**src/rtl/lif_neuron_array_if.sv**
```systemverilog
// Step/result bundle between the current decoder, the LIF neuron array and the output mux.
// The master drives time steps and reads neuron results; the slave is the neuron array.
interface lif_neuron_array_if #(
  parameter int N_NEURONS = 4,
  parameter int WIDTH     = 8,
  parameter int CNT_W     = 8
);
  logic                         in_valid;
  logic [N_NEURONS*WIDTH-1:0]   current;
  logic [WIDTH-1:0]             threshold;
  logic                         cnt_clear;
  logic [N_NEURONS*WIDTH-1:0]   state_out;
  logic [N_NEURONS-1:0]         spike;
  logic [N_NEURONS-1:0]         refractory;
  logic                         out_valid;
  logic [N_NEURONS*CNT_W-1:0]   spike_cnt;

  modport master (
    output in_valid, current, threshold, cnt_clear,
    input  state_out, spike, refractory, out_valid, spike_cnt
  );

  modport slave (
    input  in_valid, current, threshold, cnt_clear,
    output state_out, spike, refractory, out_valid, spike_cnt
  );
endinterface

```
**src/rtl/lif_neuron_array.sv**
```systemverilog
// Array of independent leaky integrate-and-fire neurons with shift leak, shared threshold and refractory period.
// Optional per-channel saturating spike counters are built when LIF_SPIKE_COUNT_EN is defined.
module lif_neuron_array #(
  parameter int N_NEURONS    = 4,
  parameter int WIDTH        = 8,
  parameter int LEAK_SHIFT   = 1,
  parameter int REFRAC_STEPS = 2,
  parameter int CNT_W        = 8
) (
  input  logic                 clk,
  input  logic                 rst,
  lif_neuron_array_if.slave    bus
);

  // A zero-length refractory still needs a one-bit counter that simply never loads.
  localparam int REFR_W = (REFRAC_STEPS < 1) ? 1 : $clog2(REFRAC_STEPS + 1);

  logic [N_NEURONS*WIDTH-1:0] state_vec;
  logic [N_NEURONS-1:0]       spike_vec;
  logic [N_NEURONS-1:0]       refr_vec;
  logic [N_NEURONS*CNT_W-1:0] cnt_vec;
  logic                       out_valid_reg;

  always_ff @(posedge clk) begin
    if (rst) begin
      out_valid_reg <= 1'b0;
    end else begin
      out_valid_reg <= bus.in_valid;
    end
  end

  genvar gi;
  generate
    for (gi = 0; gi < N_NEURONS; gi++) begin : g_ch
      logic [WIDTH-1:0]  state_reg, state_next;
      logic [REFR_W-1:0] refr_reg, refr_next;
      logic              spike_reg, spike_next;
      logic [WIDTH-1:0]  cur;
      logic [WIDTH-1:0]  leaked;
      logic [WIDTH:0]    sum_wide;
      logic [WIDTH-1:0]  sum_sat;

      assign cur = bus.current[gi*WIDTH +: WIDTH];

      always_comb begin
        leaked     = state_reg - (state_reg >> LEAK_SHIFT);
        sum_wide   = {1'b0, leaked} + {1'b0, cur};
        sum_sat    = sum_wide[WIDTH] ? {WIDTH{1'b1}} : sum_wide[WIDTH-1:0];
        state_next = state_reg;
        refr_next  = refr_reg;
        spike_next = 1'b0;
        if (bus.in_valid) begin
          if (refr_reg != '0) begin
            // Refractory steps clamp the membrane and ignore the input current.
            state_next = '0;
            refr_next  = refr_reg - REFR_W'(1);
          end else if (sum_sat >= bus.threshold) begin
            spike_next = 1'b1;
            state_next = '0;
            refr_next  = REFR_W'(REFRAC_STEPS);
          end else begin
            state_next = sum_sat;
          end
        end
      end

      always_ff @(posedge clk) begin
        if (rst) begin
          state_reg <= '0;
          refr_reg  <= '0;
          spike_reg <= 1'b0;
        end else begin
          state_reg <= state_next;
          refr_reg  <= refr_next;
          spike_reg <= spike_next;
        end
      end

      assign state_vec[gi*WIDTH +: WIDTH] = state_reg;
      assign spike_vec[gi]                = spike_reg;
      assign refr_vec[gi]                 = (refr_reg != '0);

`ifdef LIF_SPIKE_COUNT_EN
      logic [CNT_W-1:0] cnt_reg, cnt_next;

      // Counter moves on the same edge the spike appears, so both are visible together.
      always_comb begin
        cnt_next = cnt_reg;
        if (bus.cnt_clear) begin
          cnt_next = '0;
        end else if (spike_next && (cnt_reg != {CNT_W{1'b1}})) begin
          cnt_next = cnt_reg + CNT_W'(1);
        end
      end

      always_ff @(posedge clk) begin
        if (rst) begin
          cnt_reg <= '0;
        end else begin
          cnt_reg <= cnt_next;
        end
      end

      assign cnt_vec[gi*CNT_W +: CNT_W] = cnt_reg;
`else
      assign cnt_vec[gi*CNT_W +: CNT_W] = '0;
`endif
    end
  endgenerate

`ifndef LIF_SPIKE_COUNT_EN
  logic cnt_clear_unused;
  assign cnt_clear_unused = bus.cnt_clear;
`endif

  assign bus.state_out  = state_vec;
  assign bus.spike      = spike_vec;
  assign bus.refractory = refr_vec;
  assign bus.out_valid  = out_valid_reg;
  assign bus.spike_cnt  = cnt_vec;

endmodule

```
**src/flat_wrapper.sv**
```systemverilog
// flat-port wrapper written by rule: the top's interface ports become plain ports
module lif_neuron_array_flat 
#(
  parameter int N_NEURONS    = 4,
  parameter int WIDTH        = 8,
  parameter int LEAK_SHIFT   = 1,
  parameter int REFRAC_STEPS = 2,
  parameter int CNT_W        = 8
)
  (clk, rst, bus_in_valid, bus_current, bus_threshold, bus_cnt_clear, bus_state_out, bus_spike, bus_refractory, bus_out_valid, bus_spike_cnt);
  lif_neuron_array_if #(.N_NEURONS(N_NEURONS), .WIDTH(WIDTH), .CNT_W(CNT_W)) bus_i ();
  input  logic clk;
  input  logic rst;
  input wire logic [$bits(bus_i.in_valid)-1:0] bus_in_valid;
  input wire logic [$bits(bus_i.current)-1:0] bus_current;
  input wire logic [$bits(bus_i.threshold)-1:0] bus_threshold;
  input wire logic [$bits(bus_i.cnt_clear)-1:0] bus_cnt_clear;
  output wire logic [$bits(bus_i.state_out)-1:0] bus_state_out;
  output wire logic [$bits(bus_i.spike)-1:0] bus_spike;
  output wire logic [$bits(bus_i.refractory)-1:0] bus_refractory;
  output wire logic [$bits(bus_i.out_valid)-1:0] bus_out_valid;
  output wire logic [$bits(bus_i.spike_cnt)-1:0] bus_spike_cnt;
  assign bus_i.in_valid = bus_in_valid;
  assign bus_i.current = bus_current;
  assign bus_i.threshold = bus_threshold;
  assign bus_i.cnt_clear = bus_cnt_clear;
  assign bus_state_out = bus_i.state_out;
  assign bus_spike = bus_i.spike;
  assign bus_refractory = bus_i.refractory;
  assign bus_out_valid = bus_i.out_valid;
  assign bus_spike_cnt = bus_i.spike_cnt;
  lif_neuron_array #(.N_NEURONS(N_NEURONS), .WIDTH(WIDTH), .LEAK_SHIFT(LEAK_SHIFT), .REFRAC_STEPS(REFRAC_STEPS), .CNT_W(CNT_W)) u_core (.clk(clk), .rst(rst), .bus(bus_i));
endmodule
```
**config.mk**
```make
export PLATFORM = sky130hd
export DESIGN_NAME = lif_neuron_array_flat
export DESIGN_NICKNAME = d
export VERILOG_FILES = /design/src/rtl/lif_neuron_array_if.sv /design/src/rtl/lif_neuron_array.sv /design/src/flat_wrapper.sv
export SDC_FILE = /design/constraint.sdc
export NUM_CORES = 1
export LEC_CHECK = 0
export CAP_MARGIN = 20
export CORE_MARGIN = 5
export CORE_UTILIZATION = 40
export DETAILED_ROUTE_END_ITERATION = 8
export PLACE_DENSITY = 0.76
export REMOVE_ABC_BUFFERS = 1
export SLEW_MARGIN = 20
export SYNTH_ARGS = -nofsm -noshare
export SYNTH_HDL_FRONTEND = slang
export SYNTH_SLANG_ARGS = --single-unit
```
**constraint.sdc**
```tcl
create_clock -name clk -period 4.2 [get_ports clk]
set_input_delay 0.63 -clock clk [delete_from_list [all_inputs] [get_ports clk]]
set_output_delay 0.63 -clock clk [all_outputs]
set_load 0.005 [all_outputs]
```
* Yosys cells after proc, flatten, opt, wreduce, memory -nomap -nowiden
Index checks and enable logic that the tools add are counted.
Operators by class: add/subtract/negate cells 12, $lt $le $gt $ge 4, muxes and demuxes 24, bitwise gates (word level) 1, reduce and logical (&&, ||, !) cells 16
Operator list (count):
- $mux 8 | 12
- $add 8x8->9 | 4
- $ge 8x8->1 | 4
- $sub 8x7->8 | 4
- $mux 2 | 8
- $reduce_bool 2->1 | 8
- $reduce_or 3->1 | 4
- $reduce_and 2->1 | 4
- $sub 2x1->2 const B | 4
- $mux 1 | 4
- $not 1->1 | 1
Storage, ports and cells: bits in registers 45, input port bits 44, output and inout bits 73, word-level logic and storage cells 70

* Longest topological paths before layout
Gate-level depths: netlist of the first run.
depth in word-level cells 6, depth in mapped cells 21, gate-level depth less buffers 21

* Worst setup path before layout of the first run
OpenSTA, ideal clock, no wires.
path kind register to register, start reg u_core.g_ch[3].state_reg[1], end reg u_core.g_ch[3].refr_reg[1], setup time 0.123 ns, arrival 3.950 ns, required time 4.077 ns, setup slack 0.127 ns, stages on the path, launching flop included 19, buffers on the path 0, period minus slack after synthesis 4.073 ns, cell sequence dfxtp_1 -> ha_1 -> inv_1 -> fa_1 -> a21o_1 -> a21oi_1 -> xnor2_1 -> ha_1 -> a21o_1 -> a21oi_2 -> nand3b_1 -> a211oi_1 -> inv_1 -> ha_1 -> a21o_1 -> a221o_1 -> a21oi_1 -> a21oi_1 -> mux2_1
Between the ends: word-level cells in the longest chain between the ends 6
RTL lines:
- from (decl) | RTL line lif_neuron_array.sv:35 | logic [WIDTH-1:0] state_reg, state_next;
- from (signal assigned) | RTL line lif_neuron_array.sv:73 | state_reg <= state_next;
- $sub 8x7->8 | RTL line lif_neuron_array.sv:46 | leaked = state_reg - (state_reg >> LEAK_SHIFT);
- $add 8x8->9 | RTL line lif_neuron_array.sv:47 | sum_wide = {1'b0, leaked} + {1'b0, cur};
- $mux 8 | RTL line lif_neuron_array.sv:48 | sum_sat = sum_wide[WIDTH] ? {WIDTH{1'b1}} : sum_wide[WIDTH-1:0];
- $ge 8x8->1 | RTL line lif_neuron_array.sv:57 | end else if (sum_sat >= bus.threshold) begin
- $reduce_bool 2->1 (no source line)
- $reduce_and 2->1 (no source line)
- to (signal assigned) | RTL line lif_neuron_array.sv:74 | refr_reg <= refr_next;
- to (decl) | RTL line lif_neuron_array.sv:36 | logic [REFR_W-1:0] refr_reg, refr_next;
No other way between the ends. A chain may end at the register's enable or synchronous reset.

* Worst setup path after layout of the first run
start reg u_core.g_ch[1].state_reg[0], end reg u_core.g_ch[1].state_reg[2]
Between the ends: word-level cells in the longest chain between the ends 6
RTL lines:
- from (decl) | RTL line lif_neuron_array.sv:35
- from (signal assigned) | RTL line lif_neuron_array.sv:73
- $sub 8x7->8 (*) | RTL line lif_neuron_array.sv:46
- $add 8x8->9 (*) | RTL line lif_neuron_array.sv:47
- $mux 8 (*) | RTL line lif_neuron_array.sv:48
- $ge 8x8->1 | RTL line lif_neuron_array.sv:57
- $mux 8 (*) | RTL line lif_neuron_array.sv:57
- $mux 8 (*) | RTL line lif_neuron_array.sv:53 | if (refr_reg != '0) begin
Every way passes the cells marked *; elsewhere a longest branch is shown, timed or not.

==> results list, run 1 <==
- In the detailed route, the total length drawn on met3 is 616 um.
* Total of warnings raised by yosys: 0
- Detailed-route vias per instance: 5.23
- After technology mapping, the gate count stands at 673.
- The clock passes through at most 2 buffers.
- # H-tree levels: 2
* Layout-stage area growth over the synthesis result: 36.9%
* Sequential Area: 907 um^2
- At the worst endpoint, the required time is between 4 and 5 ns.
* Number of DRC markers in iteration 0: roughly 290
- Wire per inst: 14.7 um
- The first global-routing pass estimated 22,900 um of wire.
- The clock arrives with 0.0106 ns of skew.
- Antenna violations before repair: 0
* Vias post-DR: 5,187
- The most used flip-flop cell after synthesis is sky130_fd_sc_hd__dfxtp_1.
- Overflow left after global routing: 0
- In the layout the commonest cells are sky130_fd_sc_hd__ha_1, sky130_fd_sc_hd__clkdlybuf4s50_1, sky130_fd_sc_hd__inv_1.
* Fill count: 1,204
- Post-detailed-placement half-perimeter wirelength: 11,100 um
- Based on the critical path, the design can be clocked at up to 0.245 GHz.
- Top-area cell type share of the netlist area: 0.229
- Prior to clock tree synthesis, the placed netlist has a worst setup slack of -0.116 ns.
* Final GP Congestion: 0.865
- Cell area after synthesis: 5470 um^2
- Highest routed layer: met4
- The clock net in this run drives a total of 45 sinks.
- Wire length after detailed routing: 14,600 um
- Data on the critical path arrives at its endpoint at 4.32 ns.
* Main combinational cell family by area after synthesis: adder cells
- Unrepaired setup endpoints after global routing: true
- Type of element launching the critical path: register
* Pre-Repair DR Iteration Count: 5
- The finished layout holds 992 standard cells, fillers aside.
* Count of flip-flops with a built-in enable after synthesis: 0
- In this run, placement finished with an instance count of 967.
- The die covers 16,100 um^2.
- The floorplan step set the die width to 127 um.
- Dividing the synthesized area by the synthesized cell count gives 8.12 um^2.
- Entering global routing, the biggest net connects 25 pins.
- Max-cap violations: 0
- The register with the most flip-flops in the layout has 32 of them.
- Final critical-path share of the clock period: 0.974
- After floorplanning, the core was divided into 42 placement rows.
- Of the total synthesized cell area, the portion taken by XOR and XNOR cells is 0.0545.
* Hold violation count in the final report: 0
- The cell sitting at the root of the clock tree is a sky130_fd_sc_hd__clkbuf_16.
* Total area of multi-input combinational cells: 4610 um^2
* Async set-or-reset flop fraction in the synthesized netlist: 0
* Largest driver fanout on the critical path: 6
- The initial utilization of the core area, before any placement, comes to 0.410.
- Post-Synth Adder-Cell Area: 0.258
* # DRC: 0
- Count of nets after finishing: 967
- Die boundary height: between 100 and 150 um
- Max-slew violations: 0
* Routed length on met2: 7430 um
- Clock tree synthesis inserted a total of 5 buffers.
* Total global routing track utilization: 0.167
* I/O pin cnt: roughly 120
- Final Worst Setup Slack: 0.111 ns
* Number of port buffers: 83
* ANT nets after route: 0
* CTS Hold Buffers Added: 0
- Class of the most critical hold timing path: reg2reg
* Dominant cells by area after synthesis: sky130_fd_sc_hd__ha_1, sky130_fd_sc_hd__dfxtp_1, sky130_fd_sc_hd__buf_4
- Kind of capture point of the worst setup path: register
* Simple logic cell fraction of the synthesized area: 0.149
- The worst setup path is of the reg2reg kind.
* Flip-flop and latch count after synthesis: 45
- Status: finished clean
* Fraction of layout cells with a size suffix above 1: 0.225
* Complex-gate fraction of the synthesized area: 0.255
- Minimum clock period after layout: about 4 ns
- Setup violations remaining at the end of the flow were counted as 0.
- The portion of synthesized area spent on multiplexers is 0.0135.
- The number of global-route vias before repair was 5,002.
- Antenna fix cells: 0
- Post-route met1 wirelength: 6330 um
- TritonCTS built the clock tree.
* Number of library cell types mapped by synthesis: 67
- The core region is about 13,000 um^2.
- The library cell used most frequently in the layout, excluding fill and tap cells, is sky130_fd_sc_hd__ha_1.
- Biggest area consumer among synthesized cells: sky130_fd_sc_hd__ha_1
* Clock latency of the later-clocked register in the worst-skew pair: about 0.29 ns
- For this run, the register share of the synthesized area comes to 0.165.
- Reg clk slew, reported paths: approximately 0.070 ns
worst max-delay path, stage by stage (launching register included):
cell and delay (ns):
sky130_fd_sc_hd__dfxtp_2 0.33, sky130_fd_sc_hd__inv_2 0.06, sky130_fd_sc_hd__ha_4 0.15, sky130_fd_sc_hd__inv_2 0.04, sky130_fd_sc_hd__fa_2 0.34, sky130_fd_sc_hd__a21o_1 0.17
sky130_fd_sc_hd__a21oi_2 0.15, sky130_fd_sc_hd__o21bai_1 0.08, sky130_fd_sc_hd__a21oi_1 0.16, sky130_fd_sc_hd__xnor2_1 0.16, sky130_fd_sc_hd__ha_2 0.33, sky130_fd_sc_hd__buf_4 0.15
sky130_fd_sc_hd__o311a_1 0.13, sky130_fd_sc_hd__a21oi_2 0.18, sky130_fd_sc_hd__mux2i_2 0.30, sky130_fd_sc_hd__ha_1 0.33, sky130_fd_sc_hd__nand3_2 0.10, sky130_fd_sc_hd__nor2_2 0.06
sky130_fd_sc_hd__a221oi_4 0.36, sky130_fd_sc_hd__and3_4 0.31, sky130_fd_sc_hd__a22o_1 0.14
path summary, 6_finish.rpt:
check / from / end / slack [ns] / cells after the start
min: u_core.g_ch[3].refr_reg[0] / u_core.g_ch[3].refr_reg[0] / 0.47 / 2
max reg2reg: u_core.g_ch[1].state_reg[0] / u_core.g_ch[1].state_reg[2] / 0.11 / 20
max: u_core.g_ch[1].state_reg[0] / u_core.g_ch[1].state_reg[2] / 0.11 / 20
min reg2reg: u_core.g_ch[3].refr_reg[0] / u_core.g_ch[3].refr_reg[0] / 0.47 / 2
routing by layer:
layer / vias to the layer above / track usage
met1: 2435 / 0.211
met2: 109 / 0.305
met4: 0 / 0.0315
met3: 14 / 0.0231
li1: 2629 / -
met5: - / 0
cell families (layout without fill, tap and decap cells):
family	Yosys count	after routing
fa+ha+maj	108	108
xor+xnor	34	34
flops	45	45
compound gates	199	199
other cells	1	32
mux	7	7
buf+inv	116	228
simple gates	163	163
per-stage QoR:
step | setup TNS (ns) | instance area, um^2 | hold slack (ns) | utilization
finish | 0 | 7480 | 0.467 | 0.561
global route | -0.884 | 7480 | 0.506 | 0.561
CTS | -0.00267 | 6930 | 0.468 | 0.519
detailed placement | -1.42 | 6700 | 0.458 | 0.502
global placement | -0.256 | 6700 | 0.445 | 0.502
floorplan | 0 | 5280 | 0.435 | -
cell type report:
class / instances / area share
multi-input combinational: 543 / 0.617
sequential: 45 / 0.121
clock inverter: 3 / 0.00334
tap: 176 / 0.0294
inverter: 72 / 0.0361
clock buffer: 5 / 0.0167
timing repair buffer: 148 / 0.177
cells in the mapped netlist (all sizes together), types with 2 or more instances:
master     n
nor2b     16
mux2i      4
o21a       6
a211oi    15
a221oi     2
a21o      24
a21oi     43
o21ai     41
nand3b     3
fa         8
buf       38
inv       72
a31oi      4
a211o      5
o41ai      4
o22ai      4
nor3      21
or3        8
and4       2
and3       4
a22o      14
nor3b      5
dfxtp     45
nor2      47
a21boi     3
nand2b     4
a2111oi    4
xnor2     28
a21bo      2
xor2       6
or2        4
ha       100
o211ai     5
a32o       4
o21bai    12
nand2     40
mux2       3
nand4      2
nand3      5
clkbuf     6
timing repair:
item | CTS | global route
hold endpoints to repair | 0 | 0
cloned | 0 | 0
buffers inserted | 1 | 16
resized for setup | 17 | 101
setup endpoints to repair | 29 | 44
pin swaps | 4 | 57
Power of run 1 is left out: the tool's default activity adds up to more than one toggle a clock period on the data nets, which glitch-free logic cannot reach.
==> inputs of run 2 (changes only) <==
PLACE_DENSITY = 0.74   (was 0.76)
==> run 2 against run 1 <==
Against the previous run: cell count up 0.10%; first-iteration DRC count down 24%; sequential share of layout area down 0.16 points; setup slack worse by 0.041 ns; routed wire length up 1.1%; die area unchanged; fmax down 1.0%; register-to-register slack worse by 0.04 ns; clock skew down 0.0040 ns; sequential cell count unchanged; global-route usage up 0.20 points; largest cell class unchanged; highest routed layer is now met5.
==> results list, run 2 (synthesis gave the netlist of run 1 again) <==
- Slack of the worst reg-to-reg path: roughly 0.07 ns
- Slowest CP cell: sky130_fd_sc_hd__fa_2
- The tree built by TritonCTS fans out to 45 sinks.
* Number of port buffers: 83
- The worst hold path belongs to the class reg2reg.
* Overflow left after global routing: 0
* Clock Skews: 0.00663 ns
* Critical hold path startpoint: u_core.g_ch[2].refr_reg[0]
- Tightest Pin Transition: 0.763 ns
* CTS Root Buffer Type: sky130_fd_sc_hd__clkbuf_16
* Cells along the critical path: inv_2 -> ha_4 -> inv_2 -> fa_2 -> a21o_1 -> a21oi_2 -> o21bai_1 -> a21oi_2 -> xnor2_1 -> ha_1 -> o21ai_1 -> nor2_1 -> o21ai_2 -> nor3b_2 -> o21ai_2 -> ha_1 -> and3_4 -> a221oi_4 -> o211ai_1 -> buf_4 -> o211ai_1
- Detailed-route vias per instance: ~5.2
- The run finished with clean final reports.
* Number of DRC markers in iteration 0: around 220
* Critical path launch point: u_core.g_ch[2].state_reg[0]
* Final GP Congestion: just under 0.9
- Setup violations remaining at the end of the flow were counted as 0.
- The region available for standard cell placement spans 13,300 um^2.
* Worst hold path depth: 2
* Number of buffer and inverter stages on the critical path: 3
- The die covers about 16,000 um^2.
- Minimum clock period after layout: 4.13 ns
* CP Data Arrival Time: 4.34 ns
- Relative to the synthesized area, the layout overhead comes to 38.9%.
* Unrepaired setup endpoints after global routing: true
* Initial Utilization: 0.410
* Vias in the first global route: 4,930
- The path with the worst hold slack has its endpoint at u_core.g_ch[2].refr_reg[0].
- Fill count: 1,188
* Die boundary height: 127 um
* Endpoint of the lowest-slack register-to-register path: u_core.g_ch[2].state_reg[5]
- Count of nets after finishing: a little under 1k
- Reg clk slew, reported paths: 0.06 ns
- In this run the remaining antenna-violating nets after routing total 0.
* Slowest stage delay, CP: 0.38 ns
- In the final routed layout, each cell accounts on average for 14.9 um.
* Antenna violations before repair: 1
* Global-route wire length before repair: 23,100 um
- Largest driver fanout on the critical path: 5
* Std cell rows: 42
- For this block, the routed nets add up to roughly 15,000 um of wire.
* # H-tree levels: 2
- For this run, the detailed router's first-pass iteration total came to 4.
- After clock tree synthesis, the flow added hold-fix buffers numbering 0.
* Family of cells with the greatest summed delay on the critical path: compound AO/OA/AOI/OAI gates
- Fraction of layout cells with a size suffix above 1: 0.241
* Count of cells along the worst register-to-register path: 21
- 0 antenna diodes ended up in the layout.
- Upper clock frequency limit: 0.242 GHz
- At the later pin of the worst-skew pair, clock insertion delay measures 0.29 ns.
* Post-Place Setup Slack: -0.120 ns
- Beginning of the worst register-to-register path: u_core.g_ch[2].state_reg[0]
* Vias post-DR: approximately 5.2k
* Worst setup path category: reg2reg
* Final Worst Setup Slack: 0.0695 ns
- Pin count of the biggest net entering global routing: 20
* Worst slew margin relative to its limit: 0.490
* Clock Tree Buf Depth: 2
* I/O pin cnt: 117
- Buffers inserted during clock tree synthesis total 5.
* Final critical-path share of the clock period: 0.983
- The floorplan step set the die width to 127 um.
* Total global routing track utilization: 0.169
- Hold violation count in the final report: 0
- Commonest cells after routing, fill and taps aside: sky130_fd_sc_hd__ha_1, sky130_fd_sc_hd__clkdlybuf4s50_1, sky130_fd_sc_hd__inv_1
* Worst EP required: 4.41 ns
- Kind of capture point of the worst setup path: register
- # DRC: 0
- Type of element launching the critical path: register
* Max-cap violations: 0
- The final number of max-transition violations is 0.
- CTS tree: done
- Post-detailed-placement half-perimeter wirelength: 11,100 um
- Flip-flop count of the largest register, all copies and words added: 32
-- run 2: area by class of cell --
cell class	count	area [um^2]	area share
multi-input cells	543	4700	0.619
flip-flops and latches	45	908	0.120
inverters	72	270	0.0356
repair buffers	149	1350	0.178
clock buffers	6	129	0.0170
clock inverters	2	15.0	0.00198
well taps	176	220	0.0290
-- run 2: worst reg2reg max path, delay by kind of cell (launching register included) --
kind	cells	cell delay, ns
xor gates and xnor gates	1	0.09
DFF	1	0.32
AOI/OAI and AO/OA	10	1.61
buffers and inverters	3	0.30
adders and majority gates	4	1.19
and+or+nand+nor	3	0.55
-- run 2: what timing repair did --
action                                  4_1_cts  5_1_grt
resized for setup                            12      129
pin swaps                                     4       71
endpoints found under the setup margin       26       43
buffers inserted                              2       19
gates cloned                                  0        0
-- run 2: worst max-delay path by stage --
stage	end	slack, ns	cells after the start
after floorplan	u_core.g_ch[3].refr_reg[1]	0.13	18
after global placement	u_core.g_ch[0].state_reg[7]	-0.01	20
after detailed placement	u_core.g_ch[0].state_reg[2]	-0.12	19
after CTS	u_core.g_ch[2].state_reg[5]	0.001	18
after global routing	u_core.g_ch[2].state_reg[5]	-0.23	21
final	u_core.g_ch[2].state_reg[5]	0.07	21
-- run 2: per-layer routing --
metal	wire [um]	global-route usage	vias up	part of all wire
met5	11	0	-	0.00075
met4	262	0.0284	2	0.018
met3	733	0.0240	23	0.050
met2	7440	0.308	130	0.50
met1	6310	0.215	2401	0.43
li1	-	-	2630	-
-- run 2: per-stage QoR --
step	util	cells	area [um^2]	TNS (ns)	hold WS (ns)
floorplan	-	660	5280	0	0.435
global placement	0.500	965	6680	-0.0535	0.449
detailed placement	0.500	965	6680	-1.04	0.450
CTS	0.516	975	6890	0	0.461
global route	0.569	993	7600	-2.65	0.480
finish	0.569	993	7600	0	0.463
Power of run 2 is left out for the same reason.
==> inputs of run 3 (changes only) <==
CTS_BUF_LIST = sky130_fd_sc_hd__clkbuf_4   (was default)
GPL_TIMING_DRIVEN = 0   (was default)
clock period = 3.8 ns   (was 4.2 ns; I/O delays follow)
==> run 3 against run 2 <==
Against the previous run: the run now ends with negative setup slack left; via count about the same; sequential cell count is the same; critical path depth unchanged; first-iteration DRC count decreased by 1.9%; global-route usage is 0.55 points higher; clock skew is 0.012 ns higher; clock-buffer cell count shrank 1; register-to-register slack worse by 0.41 ns; routed wire length grew 2.7%; hold slack gained 0.0072 ns; sequential share of layout area about the same; highest routed layer is now met4; non-clock buffer count shrank 2.
==> results list, run 3 (synthesis gave the netlist of run 1 again) <==
- TritonCTS built the clock tree.
* Antenna violations before repair: 0
- Dividing the detail-routed wire length by the instance count gives between 15 and 20 um.
* Reg clk slew, reported paths: 0.15 ns
* Detailed-route vias per instance: around 5.2
- After detailed routing, the number of remaining DRC violations is 0.
* CTS Hold Buffers Added: 0
- Initial Utilization: 0.410
* Post-detailed-placement half-perimeter wirelength: 10,500 um
- Routing usage on met2: 0.325
* Largest driver fanout on the critical path: 5
- Number of DRC markers in iteration 0: about 210
* Met1 GRT Util: 0.214
- The detail route stage leaves a number of antenna-violating nets equal to 0.
- The library cell used most frequently in the layout, excluding fill and tap cells, is sky130_fd_sc_hd__clkdlybuf4s50_1.
- The critical path goes through inv_2 -> ha_4 -> inv_2 -> fa_2 -> a21o_1 -> a21oi_2 -> o21bai_1 -> a21oi_2 -> xnor2_1 -> ha_2 -> o21a_1 -> o22ai_4 -> nor2_4 -> or2_4 -> ha_4 -> nand2_1 -> o21ai_2 -> a221oi_2 -> buf_4 -> nand2_4 -> o311ai_2.
- Among cell families on the critical path, the largest total delay comes from compound AO/OA/AOI/OAI gates.
- The worst setup path is launched from a register.
- The floorplan step set the die height to 127 um.
- In this run the count of I/O pins placed on the die edge is between 100 and 150.
- The total overflow left after global routing is 0.
- Row generation in the floorplan step produced 42 rows.
* Fraction of layout cells with a size suffix above 1: 0.283
* Floorplan die area: 16,100 um^2
* Kind of capture point of the worst setup path: register
* Count of nets after finishing: 966
* # H-tree levels: 2
* Clock Tree Buf Depth: 2
- Global-route met3 utilization: 0.0265
* Clock latency of the later-clocked register in the worst-skew pair: around 0.37 ns
* Number of port buffers: 83
* Max-slew violations: 0
- Final Worst Setup Slack: -0.342 ns
* Antenna fix cells: 0
* Layer with the highest usage: met2
* Violated checks: negative setup slack
- For this run, the detailed router's first-pass iteration total came to 4.
- Derived from the worst setup path, the maximum achievable clock frequency is about 0.24 GHz.
- Summed over all failing endpoints, the final setup total negative slack is -8.41 ns.
- CTS Root Buffer Type: sky130_fd_sc_hd__clkbuf_4
* Hold violation count in the final report: 0
- The worst hold path was traced through 2 stages.
- The top cell types in the final layout, fill and taps aside, are sky130_fd_sc_hd__clkdlybuf4s50_1, sky130_fd_sc_hd__ha_1, sky130_fd_sc_hd__inv_1.
* Final GP Congestion: around 0.85
* Slack of the worst reg-to-reg path: -0.34 ns
* Slowest CP cell: sky130_fd_sc_hd__dfxtp_2
* Number of buffers created by CTS: 5
* CP Data Arrival Time: 4.41 ns
* Clock Skews: 0.0186 ns
* Beginning of the worst register-to-register path: u_core.g_ch[1].state_reg[0]
- The startpoint identified for the worst hold timing path is u_core.g_ch[2].refr_reg[0].
- For this design, the sink count on the clock tree is 45.
- Die outline width: 127 um
* Final critical-path share of the clock period: 1.09
* Worst setup path category: reg2reg
- Tightest Pin Transition: around 0.8 ns
* Hold-critical path endpoint: u_core.g_ch[2].refr_reg[0]
* Minimum clock period after layout: 4.14 ns
- The detailed router placed approximately 5.2k vias in this run.
* Global-route wire length before repair: about 24,000 um
- Core ar.: 13,300 um^2
* Flip-flop count of the largest register, all copies and words added: 32
- The flow ran to the end, but the final reports show violations.
- The number of global-route vias before repair is 5,237.
* Slowest stage delay, CP: 0.35 ns
* Pin count of the biggest net entering global routing: 33
- At the worst endpoint, the required time is 4.07 ns.
- In this run the worst hold path is classified as reg2reg.
* Final setup fails: 42
- Worst slew margin relative to its limit: 0.466
* Layout-stage area growth over the synthesis result: 41.6%
* Max-cap violations: 0
- Counting both buffers and inverters, the worst setup path holds a total of 3.
- In this run the critical register-to-register path is captured at u_core.g_ch[1].refr_reg[0].
- Wire length after detailed routing: 15,200 um
- Across every metal layer, demand over resource in global routing totals 0.175.
- Setup repair after global routing could not meet its margin everywhere.
* Count of cells along the worst register-to-register path: 21
## run 3: routing by layer
metal,up-vias,share of wire
met5,-,0
met4,0,0.015
met3,18,0.042
met2,115,0.52
met1,2434,0.43
li1,2620,-
## run 3: repair_timing
action                                  in CTS  in global routing
endpoints found under the setup margin      44                 44
resized for setup                          131                 62
buffers inserted                            49                 15
pin swaps                                   87                 64
hold endpoints to repair                     0                  0
## run 3: layout make-up
type	count	area [um^2]
Sequential cell	45	927
Clock buffer	5	37.5
Timing Repair Buffer	147	1360
Tap cell	176	220
Fill cell	1197	5600
Multi-Input combinational cell	543	4890
Inverter	72	270
Clock inverter	2	35.0
## run 3: per-stage QoR
step	setup slack (ns)	hold slack, ns	area, um^2	util	std cells
CTS	-0.352	0.473	7320	0.548	975
global route	-0.494	0.502	7740	0.580	990
floorplan	-0.273	0.435	5280	-	660
finish	-0.342	0.470	7740	0.580	990
global placement	-0.780	0.447	6330	0.474	919
detailed placement	-0.803	0.452	6340	0.475	919
## run 3: worst reg2reg max path, cell delays in order (launching register included)
cell                       delay, ns
sky130_fd_sc_hd__dfxtp_2        0.35
sky130_fd_sc_hd__inv_2          0.06
sky130_fd_sc_hd__ha_4           0.13
sky130_fd_sc_hd__inv_2          0.04
sky130_fd_sc_hd__fa_2           0.33
sky130_fd_sc_hd__a21o_1         0.18
sky130_fd_sc_hd__a21oi_2        0.17
sky130_fd_sc_hd__o21bai_1       0.09
sky130_fd_sc_hd__a21oi_2        0.19
sky130_fd_sc_hd__xnor2_1        0.17
sky130_fd_sc_hd__ha_2           0.35
sky130_fd_sc_hd__o21a_1         0.24
sky130_fd_sc_hd__o22ai_4        0.26
sky130_fd_sc_hd__nor2_4         0.06
sky130_fd_sc_hd__or2_4          0.27
sky130_fd_sc_hd__ha_4           0.21
sky130_fd_sc_hd__nand2_1        0.07
sky130_fd_sc_hd__o21ai_2        0.07
sky130_fd_sc_hd__a221oi_2       0.27
sky130_fd_sc_hd__buf_4          0.23
sky130_fd_sc_hd__nand2_4        0.06
sky130_fd_sc_hd__o311ai_2       0.24
## run 3: worst max path at each step
stage / slack [ns] / endpoint / startpoint / cells after the start
floorplan: -0.27 / u_core.g_ch[3].refr_reg[1] / u_core.g_ch[3].state_reg[1] / 18
global placement: -0.78 / u_core.g_ch[0].refr_reg[1] / u_core.g_ch[0].state_reg[1] / 19
detailed placement: -0.80 / u_core.g_ch[0].refr_reg[1] / u_core.g_ch[0].state_reg[1] / 19
CTS: -0.35 / u_core.g_ch[1].refr_reg[0] / u_core.g_ch[1].state_reg[0] / 21
global route: -0.49 / u_core.g_ch[2].state_reg[7] / u_core.g_ch[2].state_reg[1] / 17
finish: -0.34 / u_core.g_ch[1].refr_reg[0] / u_core.g_ch[1].state_reg[0] / 21
Power of run 3 is left out for the same reason.
